**config.mk**
```make
export PLATFORM = sky130hd
export DESIGN_NAME = intr_ctrl_flat
export DESIGN_NICKNAME = d
export VERILOG_FILES = /design/src/rtl/intr_pkg.sv /design/src/rtl/intr_ctrl_if.sv /design/src/rtl/irq_sync.sv /design/src/rtl/intr_ctrl.sv /design/src/flat_wrapper.sv
export SDC_FILE = /design/constraint.sdc
export NUM_CORES = 1
export LEC_CHECK = 0
export CORE_ASPECT_RATIO = 1.75
export CORE_UTILIZATION = 36
export DETAILED_ROUTE_END_ITERATION = 8
export PLACE_DENSITY = 0.79
export SYNTH_ARGS = -nofsm -noshare
export SYNTH_HDL_FRONTEND = slang
export SYNTH_SLANG_ARGS = --single-unit
```
**constraint.sdc**
```tcl
create_clock -name clk -period 1.3 [get_ports clk]
set_input_delay 0.26 -clock clk [delete_from_list [all_inputs] [get_ports clk]]
set_output_delay 0.26 -clock clk [all_outputs]
set_load 0.03 [all_outputs]
```
**src/rtl/intr_pkg.sv**
```systemverilog
// Shared types and constants for the interrupt controller.
// Edge-triggered pending capture is selected with `INTR_EDGE_EN`; level capture otherwise.
package intr_pkg;

  localparam int unsigned MAX_IRQ = 16;
  localparam int unsigned DATA_W  = 16;
  localparam int unsigned ID_W    = 4;
  localparam int unsigned ADDR_W  = 2;
  localparam int unsigned ST_W    = 2;

  typedef enum logic [ST_W-1:0] {
    ST_IDLE = 2'd0,
    ST_REQ  = 2'd1,
    ST_SVC  = 2'd2
  } intr_state_e;

  localparam logic [ADDR_W-1:0] INTR_IMR  = 2'd0;
  localparam logic [ADDR_W-1:0] INTR_IPR  = 2'd1;
  localparam logic [ADDR_W-1:0] INTR_STAT = 2'd2;

  localparam int unsigned PSR_IE_BIT = 3;

endpackage

```
**src/rtl/intr_ctrl_if.sv**
```systemverilog
// Core handshake and register port of the interrupt controller.
interface intr_ctrl_if;
  import intr_pkg::*;

  logic [DATA_W-1:0] psr;
  logic              rfi;
  logic              intr_ack;
  logic              intr_req;
  logic [ID_W-1:0]   intr_id;
  logic              intr_take;
  logic              reg_wen;
  logic [ADDR_W-1:0] reg_addr;
  logic [DATA_W-1:0] reg_wdata;
  logic [DATA_W-1:0] reg_rdata;

  modport master (
    input  psr, rfi, intr_ack, reg_wen, reg_addr, reg_wdata,
    output intr_req, intr_id, intr_take, reg_rdata
  );

  modport slave (
    output psr, rfi, intr_ack, reg_wen, reg_addr, reg_wdata,
    input  intr_req, intr_id, intr_take, reg_rdata
  );

endinterface

```
**src/rtl/irq_sync.sv**
```systemverilog
// Parameterised-width two-flop synchroniser for asynchronous device lines.
module irq_sync #(
  parameter int unsigned W = 8
) (
  input  logic         clk,
  input  logic         rst_n,
  input  logic [W-1:0] d,
  output logic [W-1:0] q
);

  logic [W-1:0] meta;

  always_ff @(posedge clk) begin
    if (!rst_n) begin
      meta <= '0;
      q    <= '0;
    end else begin
      meta <= d;
      q    <= meta;
    end
  end

endmodule

```
**src/rtl/intr_ctrl.sv**
```systemverilog
// Prioritised interrupt controller: sync, pending capture, arbitration and request FSM.
// Build with `INTR_EDGE_EN` for rising-edge pending bits (W1C, cleared on accept).
module intr_ctrl
  import intr_pkg::*;
#(
  parameter int unsigned NUM_IRQ = 8
) (
  input  logic               clk,
  input  logic               rst_n,
  input  logic [NUM_IRQ-1:0] irq_in,
  intr_ctrl_if.master        bus
);

  localparam logic [ST_W-1:0] S_IDLE = ST_IDLE;
  localparam logic [ST_W-1:0] S_REQ  = ST_REQ;
  localparam logic [ST_W-1:0] S_SVC  = ST_SVC;

  logic [NUM_IRQ-1:0] sync;
  logic [NUM_IRQ-1:0] imr;
  logic [NUM_IRQ-1:0] pend;
  logic [NUM_IRQ-1:0] elig;
  logic [MAX_IRQ-1:0] elig_wide;
  logic [ID_W-1:0]    win;
  logic [ST_W-1:0]    state, state_nx;
  logic [ID_W-1:0]    id, id_nx;
  logic               take, take_nx;
  logic               ie;
  logic               unused_bits;

  // Lowest index wins.
  function automatic logic [ID_W-1:0] prio_enc(input logic [MAX_IRQ-1:0] v);
    logic [ID_W-1:0] r;
    r = '0;
    for (int i = MAX_IRQ - 1; i >= 0; i--) begin
      if (v[i]) r = ID_W'(i);
    end
    return r;
  endfunction

  irq_sync #(.W(NUM_IRQ)) u_sync (
    .clk   (clk),
    .rst_n (rst_n),
    .d     (irq_in),
    .q     (sync)
  );

  assign ie          = bus.psr[PSR_IE_BIT];
  assign unused_bits = ^{bus.psr, bus.reg_wdata};

  always_ff @(posedge clk) begin
    if (!rst_n) begin
      imr <= '0;
    end else if (bus.reg_wen && bus.reg_addr == INTR_IMR) begin
      imr <= bus.reg_wdata[NUM_IRQ-1:0];
    end
  end

`ifdef INTR_EDGE_EN
  logic [NUM_IRQ-1:0] sync_d;
  logic [NUM_IRQ-1:0] rise;
  logic [NUM_IRQ-1:0] w1c;
  logic [NUM_IRQ-1:0] ack_clr;

  assign rise    = sync & ~sync_d;
  assign w1c     = (bus.reg_wen && bus.reg_addr == INTR_IPR) ? bus.reg_wdata[NUM_IRQ-1:0] : '0;
  assign ack_clr = take_nx ? (NUM_IRQ'(1) << id) : '0;

  // A fresh edge beats both software W1C and the accept clear.
  always_ff @(posedge clk) begin
    if (!rst_n) begin
      sync_d <= '0;
      pend   <= '0;
    end else begin
      sync_d <= sync;
      pend   <= (pend & ~(w1c | ack_clr)) | rise;
    end
  end
`else
  assign pend = sync;
`endif

  assign elig      = ie ? (pend & imr) : '0;
  assign elig_wide = MAX_IRQ'(elig);
  assign win       = prio_enc(elig_wide);

  always_ff @(posedge clk) begin
    if (!rst_n) begin
      state <= S_IDLE;
      id    <= '0;
      take  <= 1'b0;
    end else begin
      state <= state_nx;
      id    <= id_nx;
      take  <= take_nx;
    end
  end

  // Request id is frozen once latched; no nesting while in service.
  always_comb begin
    state_nx = state;
    id_nx    = id;
    take_nx  = 1'b0;
    case (state)
      S_IDLE: begin
        if (|elig) begin
          state_nx = S_REQ;
          id_nx    = win;
        end
      end
      S_REQ: begin
        if (bus.intr_ack) begin
          state_nx = S_SVC;
          take_nx  = 1'b1;
        end else if (!elig_wide[id]) begin
          state_nx = S_IDLE;
        end
      end
      S_SVC: begin
        if (bus.rfi) state_nx = S_IDLE;
      end
      default: state_nx = S_IDLE;
    endcase
  end

  assign bus.intr_req  = (state == S_REQ);
  assign bus.intr_id   = id;
  assign bus.intr_take = take;

  always_comb begin
    bus.reg_rdata = '0;
    case (bus.reg_addr)
      INTR_IMR:  bus.reg_rdata = DATA_W'(imr);
      INTR_IPR:  bus.reg_rdata = DATA_W'(pend);
      INTR_STAT: bus.reg_rdata = {8'h00, id, 2'b00, state};
      default:   bus.reg_rdata = '0;
    endcase
  end

endmodule

```
**src/flat_wrapper.sv**
```systemverilog
// flat-port wrapper written by rule: the top's interface ports become plain ports
module intr_ctrl_flat import intr_pkg::*;
#(
  parameter int unsigned NUM_IRQ = 8
)
  (clk, rst_n, irq_in, bus_psr, bus_rfi, bus_intr_ack, bus_reg_wen, bus_reg_addr, bus_reg_wdata, bus_intr_req, bus_intr_id, bus_intr_take, bus_reg_rdata);
  intr_ctrl_if bus_i ();
  input  logic clk;
  input  logic rst_n;
  input  logic [NUM_IRQ-1:0] irq_in;
  input wire logic [$bits(bus_i.psr)-1:0] bus_psr;
  input wire logic [$bits(bus_i.rfi)-1:0] bus_rfi;
  input wire logic [$bits(bus_i.intr_ack)-1:0] bus_intr_ack;
  input wire logic [$bits(bus_i.reg_wen)-1:0] bus_reg_wen;
  input wire logic [$bits(bus_i.reg_addr)-1:0] bus_reg_addr;
  input wire logic [$bits(bus_i.reg_wdata)-1:0] bus_reg_wdata;
  output wire logic [$bits(bus_i.intr_req)-1:0] bus_intr_req;
  output wire logic [$bits(bus_i.intr_id)-1:0] bus_intr_id;
  output wire logic [$bits(bus_i.intr_take)-1:0] bus_intr_take;
  output wire logic [$bits(bus_i.reg_rdata)-1:0] bus_reg_rdata;
  assign bus_i.psr = bus_psr;
  assign bus_i.rfi = bus_rfi;
  assign bus_i.intr_ack = bus_intr_ack;
  assign bus_i.reg_wen = bus_reg_wen;
  assign bus_i.reg_addr = bus_reg_addr;
  assign bus_i.reg_wdata = bus_reg_wdata;
  assign bus_intr_req = bus_i.intr_req;
  assign bus_intr_id = bus_i.intr_id;
  assign bus_intr_take = bus_i.intr_take;
  assign bus_reg_rdata = bus_i.reg_rdata;
  intr_ctrl #(.NUM_IRQ(NUM_IRQ)) u_core (.clk(clk), .rst_n(rst_n), .irq_in(irq_in), .bus(bus_i));
endmodule
```
-- Word-level counts from Yosys, hierarchy flattened
Cells that the tools add are included.
- bits in registers: 31
- logic and storage cells: 40
- input bits: 47
- bitwise operators: 1
- mux-type cells: 18
- $lt $le $gt $ge: 1
- reductions and logical operators: 7
- eq/ne operators: 7
- operators with widths (kind ; count):
    two-way mux 3 bit ; 8
    one-hot mux 8 bit (3 select lines) ; 1
    bitwise AND 8 bit ; 1
    two-way mux 2 bit ; 4
    two-way mux 8 bit ; 1
    OR reduction 8 bit ; 1
    one-hot mux 2 bit (3 select lines) ; 1
    less-than comparator 4 x 5 -> 1 bit, second input constant ; 1
    binary-select mux 1 bit (select 4 bit) ; 1
    == test 2 x 1 -> 1 bit, second input constant ; 2
    == test 2 bit, second input constant ; 2
    logical NOT 2 bit ; 2
    AND reduction 2 bit ; 2
    inequality test 3 bit, second input constant ; 1
    AND reduction 3 bit ; 1
    two-way mux 1 bit ; 2
    inequality test 2 x 1 -> 1 bit, second input constant ; 1
    inequality test 2 bit, second input constant ; 1
    logical AND 1 bit ; 1

-- Longest topological paths before layout
Gate-level depths: netlist (run 1).
- word-level depth: 10
- mapped depth: 5
- depth with buffers taken out: 4

-- By module
Synthesis (run 1) repeated with hierarchy kept, for this count alone.
- cell total of the unflattened synthesis: 140
- area total of the unflattened synthesis: 1393.8 µm²
- by module, submodules not included (module ; area an instance (µm²) ; instances ; seq. area each (µm²) ; cells each):
    intr_ctrl ; 947.2 ; 1 ; 280.3 ; 107
    irq_sync ; 446.7 ; 1 ; 320.3 ; 33

-- Worst setup path before layout (run 1)
OpenSTA, ideal clock, no wires.
- path type: input to output
- start: input bus_reg_addr[0]
- end: output bus_reg_rdata[0]
- slack: -0.225 ns
- path buffers: 1
- data arrival time: 1.265 ns
- stages on the path: 3
- cell sequence: buf_2 mux2i_1 o21ai_0
- cells in the longest elaborated chain, start to end: 2
- elaborated cells between the ends (all ways): 4
- RTL lines (element ; line ; RTL):
    start: declaration ; flat_wrapper.sv:15 ; input wire logic [$bits(bus_i.reg_addr)-1:0] bus_reg_addr;
    == test 2 bit (tied with other cells) ; intr_ctrl.sv:131 ; case (bus.reg_addr)
    one-hot mux 8 bit (3 select lines) (*) ; intr_ctrl.sv:131 ;
    end: declaration ; flat_wrapper.sv:20 ; output wire logic [$bits(bus_i.reg_rdata)-1:0] bus_reg_rdata;
Every way passes the cells marked *; elsewhere a longest branch is shown, timed or not.

-- Worst setup path after layout (run 1)
- start: register u_core.u_sync.q[7]
- end: register u_core.id[1], in the netlist u_core.bus.intr_id[1]
- cells in the longest elaborated chain, start to end: 10
- elaborated cells between the ends (all ways): 12
- RTL lines (element ; line ; RTL):
    start: declaration ; irq_sync.sv:8 ; output logic [W-1:0] q
    start signal: assignment ; irq_sync.sv:19 ; q <= meta;
    bitwise AND 8 bit (*) ; intr_ctrl.sv:82 ; assign elig = ie ? (pend & imr) : '0;
    two-way mux 8 bit (*) ; intr_ctrl.sv:82 ;
    two-way mux 3 bit (8 in series) ; intr_ctrl.sv:35 ; if (v[i]) r = ID_W'(i);
    end signal: assignment ; intr_ctrl.sv:93 ; id <= id_nx;
    end: declaration ; intr_ctrl.sv:25 ; logic [ID_W-1:0] id, id_nx;
Marked as above.
A chain may end at the register's enable or synchronous reset.

==> metrics.yaml, run 1 <==
floorplan:
  fp.dieW_um: 48.8
  rows: 29
  initial_utilization: 0.380
  die_area_um2: 4090
  floorplan.core_area_um2: 3630
  design.portCount: 69
  die_h_um: 83.9
clock_network:
  cts.root.buffer_cell: "sky130_fd_sc_hd__clkbuf_8"
  reg_clk_slew_reported_paths_ps: 60
  tritoncts_num_sinks: 30
  cts-root-to-sink-buffers: 2
  cts_made_buffers: 5
  worstSkewPairLatency_ps: 280
  cts_tree: "yes"
  cts_max_level: 2
  cts.hold.buffers_added: 0
power_and_ir_drop:
  vdd.ir_drop.worst_uv: 803
  p_seq_frac: 0.438
  overall_power_consumption_uw: 2230
  power.share.combinational: 0.146
  total_leakage_power_uw: 0.000885
  total_switching_power_uw: 533
  power_per_cell_area_nw_per_um2: 1020
  p_clk_frac: 0.416
  p_int_uw: 1700
  sw_frac_of_total: 0.239
critical_path:
  worst_path_max_delay_cell: "sky130_fd_sc_hd__dfxtp_2"
  criticalPathCategory: "flop to flop"
  crit_buf_inv: 0
  crit_arrival_ps: 1550
  crit_family: "compound AO/OA/AOI/OAI gates"
  critical_path.max_fanout: 4
  cp_data_required_time_ps: 1470
  critical_path.endpoint_type: "flop"
  timing.critical_path.cells: "a22o_4 > nor4_4 > nor2_2 > o221a_1"
  cpPeakStageDelay_ps: 350
  setup.worst_path.start_class: "flop"
yosys:
  synth-async-reset-ratio: 0
  netlist_area_um2: 1380
  synth_seq_area_share: 0.435
  synth-seq-cells: 30
  ys.flop_type: "sky130_fd_sc_hd__dfxtp_1"
  yosysWarnings: 0
  post_synthesis_cell_count: 141
  synth.distinct_cells: 30
  synth_enable_flop_cells: 0
  postSynthAreaPerCell_um2: 9.79
layout:
  post-route-cell-area_um2: 2190
  nNetsFinal: 249
  layout-drive-gt1-share: 0.414
  fillCellCount: 310
  number_of_diodes_added_for_antenna_fixing: 0
  layout_common_cells: "24 x sky130_fd_sc_hd__buf_4, 21 x sky130_fd_sc_hd__clkdlybuf4s50_1, 16 x sky130_fd_sc_hd__and2_1"
  synthToLayoutAreaGrowth_pct: 58.9
  leading_cell_type_in_the_layout_fill_and_taps_excluded: "sky130_fd_sc_hd__buf_4"
timing:
  finalWorstSetupSlack_ps: -75.5
  timing_max_transition_violations_final: 0
  fmaxAchievable_mhz: 727
  setup_repair_after_global_routing_missed_its_margin: "true"
  hold_viol: 0
  fin_crit_ps: 1380
  post-route-period-util: 1.06
  report.final.setup_viol: 7
  fin_worst_skew_ps: 3.74
grt:
  track_usage: 0.164
  antenna_violations_before_repair: 0
  grt_overflow_total: 0
  grt_pass1_wl_um: 5070
  pin_count_of_the_biggest_net_entering_global_routing: 22
  grt_pass1_vias: 1191
outcome:
  status: "finished, violations left"
  failed_checks: "negative setup slack"
placement:
  dpl_wire_length_um: 2270
  pre_cts_setup_slack_ps: -422
  dpl-instance-area_um2: 1900
  finalWeightedCongestion: 0.892
  port_buffers: 36
drt:
  drt-pass1-iter-count: 4
  detail_route.wirelength_um: 3300
  number_of_design_rule_violations_left_by_the_first_detailed_router_iteration: 27
  wl_per_cell_um: 13.2
  detail_route.drc_violations: 0
  vias: 1213
  route.antenna.remaining_nets: 0
  post_drt_via_cell_ratio: 4.87
run:
  maxCapViolCount: 0
hold_path:
  worstHoldPathType: "flop to flop"
kinds of logic after synthesis:
logic type             after synthesis  share of synthesized area
buffers and inverters               16                     0.0698
AO/OA/AOI/OAI                       21                      0.121
flip-flops                          30                      0.435
AND/OR/NAND/NOR                     55                      0.222
other                                1                    0.00272
multiplexers                        18                      0.149
cells in the mapped netlist, types with 2 or more instances:
master / instances / area share
sky130_fd_sc_hd__a31oi_1: 2 / 0.0091
sky130_fd_sc_hd__a22o_1: 4 / 0.025
sky130_fd_sc_hd__clkbuf_1: 4 / 0.011
sky130_fd_sc_hd__mux4_2: 2 / 0.033
sky130_fd_sc_hd__o21ai_0: 5 / 0.018
sky130_fd_sc_hd__buf_4: 9 / 0.049
sky130_fd_sc_hd__and2_1: 16 / 0.073
sky130_fd_sc_hd__a32o_1: 2 / 0.015
sky130_fd_sc_hd__nor2b_1: 11 / 0.050
sky130_fd_sc_hd__buf_2: 2 / 0.0073
sky130_fd_sc_hd__nand2_1: 15 / 0.041
sky130_fd_sc_hd__dfxtp_1: 30 / 0.44
sky130_fd_sc_hd__mux2i_1: 16 / 0.12
sky130_fd_sc_hd__nor2_1: 7 / 0.019
power by group through the flow:
stage                     Sequential [uW]  Clock, uW  Combinational [uW]
final                                 979        928                 326
after global routing                  982       1000                 346
after CTS                             980        948                 299
after detailed placement              997          0                 291
after global placement                995          0                 287
after floorplan                       995          0                 167
sequential cells by signal (all words and copies together) (netlist names):
signal                count
u_core.state              2
u_core.u_sync.q           8
u_core.bus.intr_id        3
u_core.u_sync.meta        8
u_core.bus.intr_take      1
u_core.imr                8
area by class of cell:
type                    instances  area, um^2  area share
multi-input cells             103         815       0.371
well taps                      46        57.6      0.0262
clock inverters                 2        37.5      0.0171
clock buffers                   6        72.6      0.0331
flip-flops and latches         30         637       0.290
inverters                       1        3.75     0.00171
repair buffers                 61         571       0.260
worst paths after layout:
path / from / to / slack (ps) / depth (start not counted)
worst max-delay path: u_core.u_sync.q[7]$_SDFF_PN0_ / u_core.bus.intr_id[1]$_SDFFE_PN0P_ / -80 / 4
worst min-delay path: u_core.u_sync.meta[1]$_SDFF_PN0_ / u_core.u_sync.q[1]$_SDFF_PN0_ / 430 / 1
worst max register to register: u_core.u_sync.q[7]$_SDFF_PN0_ / u_core.bus.intr_id[1]$_SDFFE_PN0P_ / -80 / 4
worst min register to register: u_core.u_sync.meta[1]$_SDFF_PN0_ / u_core.u_sync.q[1]$_SDFF_PN0_ / 430 / 1
stage by stage:
stage,hold slack (ps),util,setup TNS (ps),cells
6_report,433,0.604,-353,249
3_5_place_dp,420,0.523,-6210,237
4_1_cts,435,0.570,-406,245
2_1_floorplan,387,-,-1.14,149
3_3_place_gp,414,0.523,-5860,237
5_1_grt,461,0.604,-796,249
worst register-to-register path, cell delays in order (launching register included):
cell and delay (ps):
sky130_fd_sc_hd__dfxtp_2 350, sky130_fd_sc_hd__a22o_4 280, sky130_fd_sc_hd__nor4_4 340, sky130_fd_sc_hd__nor2_2 70, sky130_fd_sc_hd__o221a_1 240
metal layers:
metal | wire length, um | track usage | vias up
met1 | 1180 | 0.154 | 569
met4 | 79 | 0.0963 | 0
met5 | 0 | 0 | -
met2 | 1900 | 0.303 | 45
met3 | 135 | 0.0474 | 9
li1 | - | - | 590
what timing repair did:
item	in CTS	in global routing
buffers inserted	1	4
setup endpoints to repair	20	14
pin swaps	3	7
gates resized for setup	30	30
No activity file was read; power rests on OpenSTA's default activity.
==> run 2: changes to the inputs <==
CELL_PAD_IN_SITES_DETAIL_PLACEMENT = 0   (was default)
CELL_PAD_IN_SITES_GLOBAL_PLACEMENT = 1   (was default)
CORE_UTILIZATION = 26   (was 36)
==> run 2 against run 1 <==
Compared with the run above:
- the run ends with design-rule violations, negative setup slack left
- global-route usage shrank 3.7 points
- critical path depth is the same
- maximum frequency grew 0.73%
==> metrics.yaml, run 2 (synthesized netlist as in run 1, its figures left out) <==
clock_network:
  cts.hold.buffers_added: 0  # unchanged
  cts_tree: "yes"
  cts_made_buffers: 5  # unchanged
  worstSkewPairLatency_ps: 280  # about the same
  cts.root.buffer_cell: "sky130_fd_sc_hd__clkbuf_8"
  tritoncts_num_sinks: 30  # unchanged
  cts_max_level: 2  # unchanged
  cts-root-to-sink-buffers: 2  # unchanged
  reg_clk_slew_reported_paths_ps: 60  # about the same
critical_path:
  worst_path_max_delay_cell: "sky130_fd_sc_hd__dfxtp_2"
  critical_path.max_fanout: 3  # -1
  crit_buf_inv: 2  # +2
  crit_family: "flip-flops"
  cp_data_required_time_ps: 1040  # -430 ps
  r2r_setup_slack_ps: -60  # +20 ps
  timing.critical_path.cells: "buf_6 > mux2i_2 > nor2_1 > buf_4"
  destination_of_the_critical_timing_path: "bus_reg_rdata[2]"
  crit_path_start: "u_core.imr[2]$_SDFFE_PN0P_"
  rr_startpoint: "u_core.imr[7]$_SDFFE_PN0P_"
  critical_path.endpoint_type: "output port"
  setup.worst_path.start_class: "flop"
  cpPeakStageDelay_ps: 330  # -20 ps
  worst-r2r-cell-count: 4  # unchanged
  criticalPathCategory: "flop to output port"
  crit_arrival_ps: 1110  # -440 ps
  r2r_end: "u_core.bus.intr_id[1]$_SDFFE_PN0P_"
  cp.depth: 4  # unchanged
timing:
  finalWorstSetupSlack_ps: -65.5  # +10.0 ps
  fin_worst_skew_ps: 3.41  # -0.333 ps
  timing_max_transition_violations_final: 0  # unchanged
  setup_repair_after_global_routing_missed_its_margin: "true"
  fmaxAchievable_mhz: 732  # +0.73%
  hold_viol: 0  # unchanged
  fin_crit_ps: 1370  # -10.0 ps
  post-route-period-util: 1.05  # -0.00770
  report.final.setup_viol: 9  # +2
layout:
  number_of_diodes_added_for_antenna_fixing: 0  # unchanged
  layout-drive-gt1-share: 0.405  # -0.00879
  synthToLayoutAreaGrowth_pct: 57.4
  post-route-cell-area_um2: 2170  # -0.97%
  nNetsFinal: 246  # -1.2%
  fillCellCount: 501  # +62%
  layout.core_utilization: 0.433  # -0.172
  largest_registers: "u_core.imr (8), u_core.u_sync.meta (8), u_core.u_sync.q (8)"
  layout_common_cells: "21 x sky130_fd_sc_hd__clkdlybuf4s50_1, 21 x sky130_fd_sc_hd__buf_4, 16 x sky130_fd_sc_hd__and2_1"
floorplan:
  design.portCount: 69  # unchanged
  die_h_um: 98.4  # +17%
  initial_utilization: 0.275  # -0.105
  die_area_um2: 5620  # +37%
  rows: 34  # +17%
  fp.dieW_um: 57.1  # +17%
  floorplan.core_area_um2: 5020  # +38%
power_and_ir_drop:
  power_per_cell_area_nw_per_um2: 954  # -6.3%
  overall_power_consumption_uw: 2070  # -7.2%
  total_leakage_power_uw: 0.000862  # -2.6%
  vdd.ir_drop.worst_uv: 614  # -24%
grt:
  grt_pass1_vias: 1165  # -2.2%
  track_usage: 0.127  # -0.0373
  pin_count_of_the_biggest_net_entering_global_routing: 26  # +18%
  grt_overflow_total: 0  # unchanged
  antenna_violations_before_repair: 0  # unchanged
  grt_pass1_wl_um: 5370  # +5.9%
placement:
  finalWeightedCongestion: 0.826  # -7.4%
  dpl_wire_length_um: 2380  # +4.8%
  dpl-instance-area_um2: 1940  # +2.0%
  pre_cts_setup_slack_ps: -413  # +9.40 ps
  port_buffers: 36  # unchanged
hold_path:
  worstHoldPathType: "flop to flop"
outcome:
  failed_checks: "design-rule violations, negative setup slack"
  status: "finished, violations left"
drt:
  drt-pass1-iter-count: 6  # +2
  post_drt_via_cell_ratio: 4.54  # -6.7%
  detail_route.drc_violations: 4  # +4
  number_of_design_rule_violations_left_by_the_first_detailed_router_iteration: 28  # +3.7%
  detail_route.wirelength_um: 3240  # -1.5%
  vias: 1154  # -4.9%
  wl_per_cell_um: 12.8  # -3.5%
  route.antenna.remaining_nets: 0  # unchanged
run:
  maxCapViolCount: 0  # unchanged
run 2: cell count changes in the layout (fill, tap and decap cells not counted), moves of 2 or more:
cell / change
sky130_fd_sc_hd__buf_6: -5
sky130_fd_sc_hd__buf_12: +4
sky130_fd_sc_hd__buf_4: -3
sky130_fd_sc_hd__mux2i_2: +4
sky130_fd_sc_hd__dfxtp_1: +2
sky130_fd_sc_hd__mux2i_4: -3
run 2: metrics by stage:
step	instances	hold slack, ps	setup TNS (ps)
floorplan	149	387	-1.14
global placement	242	416	-5320
detailed placement	242	417	-5300
CTS	254	432	-573
global route	254	439	-1000
finish	254	431	-445
run 2: worst min path at each step:
| stage | from | endpoint | slack (ps) | depth (start not counted) |
|---|---|---|---|---|
| global route | u_core.u_sync.meta[1]$_SDFF_PN0_ | u_core.u_sync.q[1]$_SDFF_PN0_ | 440 | 1 |
| CTS | u_core.u_sync.meta[3]$_SDFF_PN0_ | u_core.u_sync.q[3]$_SDFF_PN0_ | 430 | 1 |
| finish | u_core.u_sync.meta[3]$_SDFF_PN0_ | u_core.u_sync.q[3]$_SDFF_PN0_ | 430 | 1 |
| floorplan | irq_in[0] | u_core.u_sync.meta[0]$_SDFF_PN0_ | 390 | 1 |
| detailed placement | u_core.u_sync.meta[3]$_SDFF_PN0_ | u_core.u_sync.q[3]$_SDFF_PN0_ | 420 | 1 |
| global placement | u_core.u_sync.meta[5]$_SDFF_PN0_ | u_core.u_sync.q[5]$_SDFF_PN0_ | 420 | 1 |
run 2: cell type report:
class                   instances  area, um^2  share of cell area
clock buffers                   7        86.3              0.0397
well taps                      54        67.6              0.0311
clock inverters                 1        5.00             0.00230
multi-input cells             103         795               0.366
inverters                       1        3.75             0.00173
flip-flops and latches         30         632               0.291
repair buffers                 58         583               0.268
run 2: worst reg2reg max path, delay by kind of cell (launching register included):
family             cells  cell delay, ps
DFF                    1             360
and+or+nand+nor        2             390
AOI/OAI and AO/OA      2             500
run 2: where the power goes:
group	total [uW]	switching (uW)	internal [uW]	leakage, uW
Clock	773	346	426	0.0000482
Combinational	322	146	176	0.000559
Sequential	978	26.7	951	0.000255
Total	2070	519	1550	0.000862
run 2: timing repair:
action                                  in CTS  in global routing
pin swaps                                    7                  7
gates resized for setup                     31                 18
setup buffers                                4                  0
endpoints found under the hold margin        0                  0
endpoints found under the setup margin      13                 15
run 2: per-layer routing:
layer / part of all wire / GRT usage
met1: 0.37 / 0.126
met2: 0.56 / 0.229
met3: 0.047 / 0.0358
met4: 0.025 / 0.0694
met5: 0 / 0
